### config.mk
export PLATFORM = sky130hd
export DESIGN_NAME = gavgunpool
export DESIGN_NICKNAME = d
export VERILOG_FILES = /design/src/rtl/gavgunpool.sv
export SDC_FILE = /design/constraint.sdc
export NUM_CORES = 1
export LEC_CHECK = 0
export ABC_AREA = 1
export ABC_CLOCK_PERIOD_IN_PS = 1500
export BUFFER_PORTS_ARGS = -buffer_cell sky130_fd_sc_hd__clkbuf_2
export CAP_MARGIN = 30
export CORE_MARGIN = 1
export CORE_UTILIZATION = 45
export DETAILED_ROUTE_END_ITERATION = 16
export GPL_TIMING_DRIVEN = 0
export PLACE_DENSITY = 0.78
export SYNTH_ARGS = -nofsm -noshare
export SYNTH_HDL_FRONTEND = slang
export SYNTH_SLANG_ARGS = --single-unit
### constraint.sdc
create_clock -name clk -period 1.5 [get_ports clk]
set_input_delay 0.15 -clock clk [delete_from_list [all_inputs] [get_ports clk]]
set_output_delay 0.15 -clock clk [all_outputs]
set_load 0.02 [all_outputs]
### src/rtl/gavgunpool.sv
// Global-average unpooling: expands each accepted sample into POOL_SIZE output beats,
// each beat being the sample scaled by 1/POOL_SIZE (SCALE=1) or passed through (SCALE=0).
module gavgunpool #(
    parameter int unsigned DATA_WIDTH = 12,
    parameter int unsigned POOL_SIZE  = 256,
    parameter int unsigned SCALE      = 1
) (
    input  logic                          clk,
    input  logic                          rst,
    output logic                          gavgunpool_ready_in,
    input  logic                          gavgunpool_valid_in,
    input  logic [DATA_WIDTH-1:0]         gavgunpool_data_in,
    input  logic                          gavgunpool_ready_out,
    output logic                          gavgunpool_valid_out,
    output logic [DATA_WIDTH-1:0]         gavgunpool_data_out,
    output logic                          gavgunpool_last_out,
    output logic [$clog2(POOL_SIZE)-1:0]  gavgunpool_index_out
);

    localparam int unsigned IDX_W = $clog2(POOL_SIZE);
    localparam logic [IDX_W-1:0] LAST_IDX = IDX_W'(POOL_SIZE - 1);

    typedef enum logic {
        S_IDLE = 1'b0,
        S_EMIT = 1'b1
    } state_t;

    state_t                r_state;
    state_t                w_state_nxt;
    logic [DATA_WIDTH-1:0] r_data;
    logic [DATA_WIDTH-1:0] w_data_nxt;
    logic [DATA_WIDTH-1:0] w_scaled;
    logic [IDX_W-1:0]      r_index;
    logic [IDX_W-1:0]      w_index_nxt;
    logic                  w_valid;
    logic                  w_last;
    logic                  w_out_hs;
    logic                  w_in_hs;
    logic                  w_ready_in;

    // Scaling is a pure shift because POOL_SIZE is a power of two; truncates toward zero.
    generate
        if (SCALE != 0) begin : g_scale
            assign w_scaled = gavgunpool_data_in >> IDX_W;
        end else begin : g_pass
            assign w_scaled = gavgunpool_data_in;
        end
    endgenerate

    assign w_valid    = (r_state == S_EMIT);
    assign w_last     = w_valid && (r_index == LAST_IDX);
    assign w_out_hs   = w_valid && gavgunpool_ready_out;
    // Accepting on the final-beat handshake keeps back-to-back samples bubble-free.
    assign w_ready_in = !rst && (!w_valid || (w_out_hs && w_last));
    assign w_in_hs    = gavgunpool_valid_in && w_ready_in;

    assign gavgunpool_ready_in  = w_ready_in;
    assign gavgunpool_valid_out = w_valid;
    assign gavgunpool_data_out  = r_data;
    assign gavgunpool_last_out  = w_last;
    assign gavgunpool_index_out = r_index;

    // Next-state and datapath update.
    always_comb begin
        w_state_nxt = r_state;
        w_data_nxt  = r_data;
        w_index_nxt = r_index;
        case (r_state)
            S_IDLE: begin
                if (w_in_hs) begin
                    w_data_nxt  = w_scaled;
                    w_index_nxt = '0;
                    w_state_nxt = S_EMIT;
                end
            end
            S_EMIT: begin
                if (w_out_hs) begin
                    if (!w_last) begin
                        w_index_nxt = IDX_W'(r_index + IDX_W'(1));
                    end else if (w_in_hs) begin
                        w_data_nxt  = w_scaled;
                        w_index_nxt = '0;
                    end else begin
                        w_index_nxt = '0;
                        w_state_nxt = S_IDLE;
                    end
                end
            end
            default: begin
                w_state_nxt = S_IDLE;
                w_index_nxt = '0;
            end
        endcase
    end

    // State and datapath registers.
    always_ff @(posedge clk) begin
        if (rst) begin
            r_state <= S_IDLE;
            r_data  <= '0;
            r_index <= '0;
        end else begin
            r_state <= w_state_nxt;
            r_data  <= w_data_nxt;
            r_index <= w_index_nxt;
        end
    end

endmodule

Yosys cells after proc, flatten, opt, wreduce, memory -nomap -nowiden

Index checks and enable logic that the tools add are counted.

Register bits: 21
Input port bits: 16
Output and inout port bits: 23

Add/subtract/negate cells: 1
Equality and inequality tests: 4
Multiplexer cells: 12
Bitwise operators: 1
Reductions and logical operators: 10

Operator list:

| cell                                          | count |
|---|---|
| two-way mux 12 bit                            | 3 |
| two-way mux 8 bit                             | 3 |
| case mux 12 bit (2 select lines)              | 1 |
| case mux 8 bit (2 select lines)               | 1 |
| adder 8 x 1 -> 8 bit, second input constant   | 1 |
| equality test 8 bit, second input constant    | 1 |
| logical AND 1 bit                             | 5 |
| != test 2 x 1 -> 1 bit, second input constant | 2 |
| AND reduction 2 bit                           | 2 |
| two-way mux 1 bit                             | 3 |
| logical NOT 1 bit                             | 2 |
| != test 2 bit, second input constant          | 1 |
| case mux 1 bit (2 select lines)               | 1 |
| logical OR 1 bit                              | 1 |
| NOT 1 bit                                     | 1 |

Depth between registers and ports, before layout

Word-level depth: 10
Mapped depth: 8

Least setup slack after synthesis

No wires, ideal clock.

Path type: reg2out
Start: register r_index[1] (netlist: gavgunpool_index_out[1])
End: output gavgunpool_ready_in
Data arrival time: 1.385 ns
Slack: -0.035 ns
Stages on the path, launching flop included: 6
Path through: dfxtp_1 ha_1 nand2_2 nor2_4 nand3_2 a21oi_1

Word-level cells in the longest chain between the ends: 5

RTL lines:

| item                     | RTL line | source |
|---|---|---|
| start: declaration       | 33       | `logic [IDX_W-1:0] r_index;` |
| start signal: assignment | 105      | `r_index <= w_index_nxt;` |
| equality test 8 bit      | 51       | `assign w_last = w_valid && (r_index == LAST_IDX);` |
| logical AND 1 bit        | 51       |  |
| logical AND 1 bit        | 54       | `assign w_ready_in = !rst && (!w_valid \|\| (w_out_hs && w_last));` |
| logical OR 1 bit         | 54       |  |
| logical AND 1 bit        | 54       |  |
| end: declaration         | 10       | `output logic gavgunpool_ready_in,` |

Every way passes these cells.

Worst setup path in the final report

Ends and elaborated chain as after synthesis.

==> impl_metrics.py <==
metrics = {
    "floorplan": {
        "start_util": 0.5094,
        "die_w_microns": 44.48,
        "rows": 14,
        "core_sq_mm": 0.001594,
        "die_y_microns": 44.48,
        "die_area_sq_mm": 0.001978,
        "io_pins": 39,
    },
    "synthesis": {
        "synth.distinct_cells": 23,
        "avgSynthCellArea_sq_um": 6.940,
        "synth.area.top_cells": "dfxtp_1 32%, nand2_1 14%, buf_4 8.3%",
        "syn_inst": 117,
        "yosys_warnings": 0,
        "synth_area_leader_cell": "dfxtp_1",
        "ys_seq_area_frac": 0.3205,
        "netlist_area_sq_um": 812.0,
        "synth_top_area_share": 0.3205,
        "ys_ff_latch": 13,
    },
    "setup_path": {
        "reg2reg_depth": 9,
        "worst-setup-path-type": "reg2out",
        "critPathCaptureType": "primary output",
        "crit_buf_inv": 1,
        "rr_endpoint": "gavgunpool_index_out[6]$_SDFFE_PP0P_",
        "critPathMaxFanout": 3,
        "worstSetupEndpoint": "gavgunpool_ready_in",
        "timing.rr.start": "gavgunpool_index_out[1]$_SDFFE_PP0P_",
        "cp_num_cells": 6,
        "max_stage_delay_ns": 0.36,
        "worst-r2r-setup-slack_ns": 0.18,
        "path_cells": "ha_4 > nand2_4 > nor2_4 > nand3_4 > a21oi_2 > clkbuf_8",
        "cp.required_ns": 1.35,
        "cpMaxStageDelayCell": "dfxtp_2",
        "cpLargestDelayFamily": "flip-flops",
        "arrival_ns": 1.37,
        "crit_start": "gavgunpool_index_out[1]$_SDFFE_PP0P_",
        "startpoint_type": "flip-flop",
    },
    "final_layout": {
        "multiInputGateArea_sq_um": 475.5,
        "antenna_cells": 0,
        "area_growth_pct": 33.28,
        "drive_above_1_share": 0.3831,
        "seq_area_sq_um": 265.3,
        "fill_cells": 128,
        "utilization": 0.6790,
        "finalNetCount": 172,
    },
    "power_and_ir_drop": {
        "switchingPower_mw": 0.2610,
        "p_comb_frac": 0.230,
        "swShare": 0.3277,
        "p_seq_frac": 0.483,
        "pwr_density_cell_mw_per_mm2": 735.9,
        "p_leak_nw": 0.5246,
        "p_int_mw": 0.5355,
        "clock_power_share": 0.287,
        "worst_ir_drop_vdd_mv": 0.4675,
    },
    "sta": {
        "min_period_ns": 1.522,
        "maxSlewViolCount": 0,
        "finalClockSkew_ns": 0.002256,
        "setup_viol": 2,
        "max_freq_mhz": 657.2,
        "hold_viol": 0,
        "fin_tns_setup_ns": -0.03412,
        "rsz0062_at_grt": "true",
        "setup_ws_ns": -0.02162,
        "post-route-period-util": 1.014,
    },
    "place": {
        "numPortBuffers": 21,
        "gp_congestion": 0.8708,
        "dp_slack_ns": 0.08882,
        "dp_hpwl_microns": 1330,
    },
    "routing": {
        "routed_wl_microns": 1810,
        "drt-vias-per-instance": 4.770,
        "vias": 849,
        "remaining_drc_errors": 0,
        "wire_per_inst_microns": 10.17,
        "first_iter_violations": 17,
        "detail-route-antenna-nets": 0,
        "drtPass1Iterations": 4,
    },
    "grt": {
        "grt.total_usage": 0.2007,
        "grt_pass1_wl_microns": 2898,
        "antenna_found_initial": 0,
        "grt_pass1_vias": 714,
        "grt_max_degree": 11,
        "overflow": 0,
    },
    "clock_network": {
        "clkLatencyLatePin_ns": 0.28,
        "numCtsBuffers": 3,
        "cts_root_buf": "clkbuf_4",
        "clkTransAtPathRegs_ns": 0.09,
        "htree_levels": 1,
        "clock_sinks": 13,
        "hold_buffers": 0,
        "cts_tree": "yes",
        "clockBufferDepth": 2,
    },
    "job": {
        "maxCapViolations": 0,
    },
    "outcome": {
        "status": "finished, violations left",
        "failed_checks": "setup timing",
    },
    "worst_hold_path": {
        "hold_path_class": "in2reg",
    },
}
cell families after synthesis:
family	Yosys count	share of synthesized area
adders and majority gates	1	0.01541
other	1	0.004618
and+or+nand+nor	62	0.4022
AOI/OAI and AO/OA	15	0.09553
buffers and inverters	25	0.1618
DFF	13	0.3205
registers in the layout, indices dropped and copies added (netlist names):
register and count:
gavgunpool_data_out 4, gavgunpool_valid_out 1, gavgunpool_index_out 8
power by group through the flow:
| stage | clock network [mW] | registers, mW | logic [mW] |
|---|---|---|---|
| 2_1_floorplan | 0 | 0.412 | 0.105 |
| 3_3_place_gp | 0 | 0.391 | 0.170 |
| 3_5_place_dp | 0 | 0.392 | 0.173 |
| 4_1_cts | 0.226 | 0.384 | 0.183 |
| 5_1_grt | 0.248 | 0.388 | 0.200 |
| 6_report | 0.228 | 0.385 | 0.183 |
final cells by class:
cell class / instances / area share
clock buffer: 4 / 0.02428
timing repair buffer: 26 / 0.1422
tap: 24 / 0.02775
sequential: 13 / 0.2451
buffer: 10 / 0.06936
multi-input combinational: 86 / 0.4393
inverter: 15 / 0.05202
layer usage:
| layer | up-vias | track usage | part of all wire |
|---|---|---|---|
| li1 | 435 | - | - |
| met1 | 375 | 0.2444 | 0.43 |
| met2 | 33 | 0.3265 | 0.50 |
| met3 | 6 | 0.04898 | 0.054 |
| met4 | 0 | 0.1030 | 0.024 |
| met5 | - | 0 | 0 |
synthesized netlist by cell type:
library cell  instances
a21oi_1              11
buf_4                 9
clkbuf_4              1
conb_1                1
dfxtp_1              13
ha_1                  1
inv_1                12
inv_2                 3
nand2_1              30
nand2_2               1
nand2_4               2
nand3_1               6
nand3_2               2
nand3_4               1
nand3b_1              1
nand4_1               5
nor2_1                9
nor2_2                1
nor2_4                2
nor3_2                1
o21ai_0               3
o21bai_1              1
or2_2                 1
cells in the final DEF, fill, tap and decap left out:
master,instances
nand2_1,30
clkbuf_2,19
buf_4,15
inv_1,12
a21oi_1,10
nor2_1,9
dfxtp_1,9
conb_1,8
nand3_1,6
nand4_1,5
clkbuf_4,4
dfxtp_2,4
inv_2,3
nand2_4,3
o21ai_0,3
nor2_4,2
nand3_4,2
a21oi_2,1
nand3_2,1
nor2_2,1
or2_2,1
nor3_2,1
nand3b_1,1
o21bai_1,1
ha_4,1
clkbuf_1,1
clkbuf_8,1
metrics by stage:
stage               hold slack, ns  area (sq um)  total power [mW]  cells
detailed placement          0.4093         977.2            0.5651    169
floorplan                   0.2840         842.1            0.5170    124
finish                      0.1083          1082            0.7964    178
global route                0.1097          1082            0.8367    178
CTS                         0.1141          1072            0.7927    177
global placement            0.3915         977.2            0.5608    169
worst min-delay path by stage:
| stage | cells after the start | end | startpoint |
|---|---|---|---|
| floorplan | 2 | gavgunpool_valid_out$_SDFF_PP0_ | gavgunpool_valid_in |
| global placement | 3 | gavgunpool_data_out[0]$_SDFFE_PP0P_ | gavgunpool_data_in[8] |
| detailed placement | 3 | gavgunpool_data_out[2]$_SDFFE_PP0P_ | gavgunpool_data_in[10] |
| CTS | 2 | gavgunpool_index_out[1]$_SDFFE_PP0P_ | rst |
| global route | 3 | gavgunpool_data_out[3]$_SDFFE_PP0P_ | gavgunpool_data_in[11] |
| finish | 2 | gavgunpool_index_out[0]$_SDFFE_PP0P_ | rst |
what timing repair did:
item                                    in CTS  in global routing
pin swaps                                    4                  2
gates resized for setup                      9                  3
gates cloned                                 0                  0
endpoints found under the setup margin       2                  2
setup buffers                                4                  1
(Power assumes the default switching activity.)
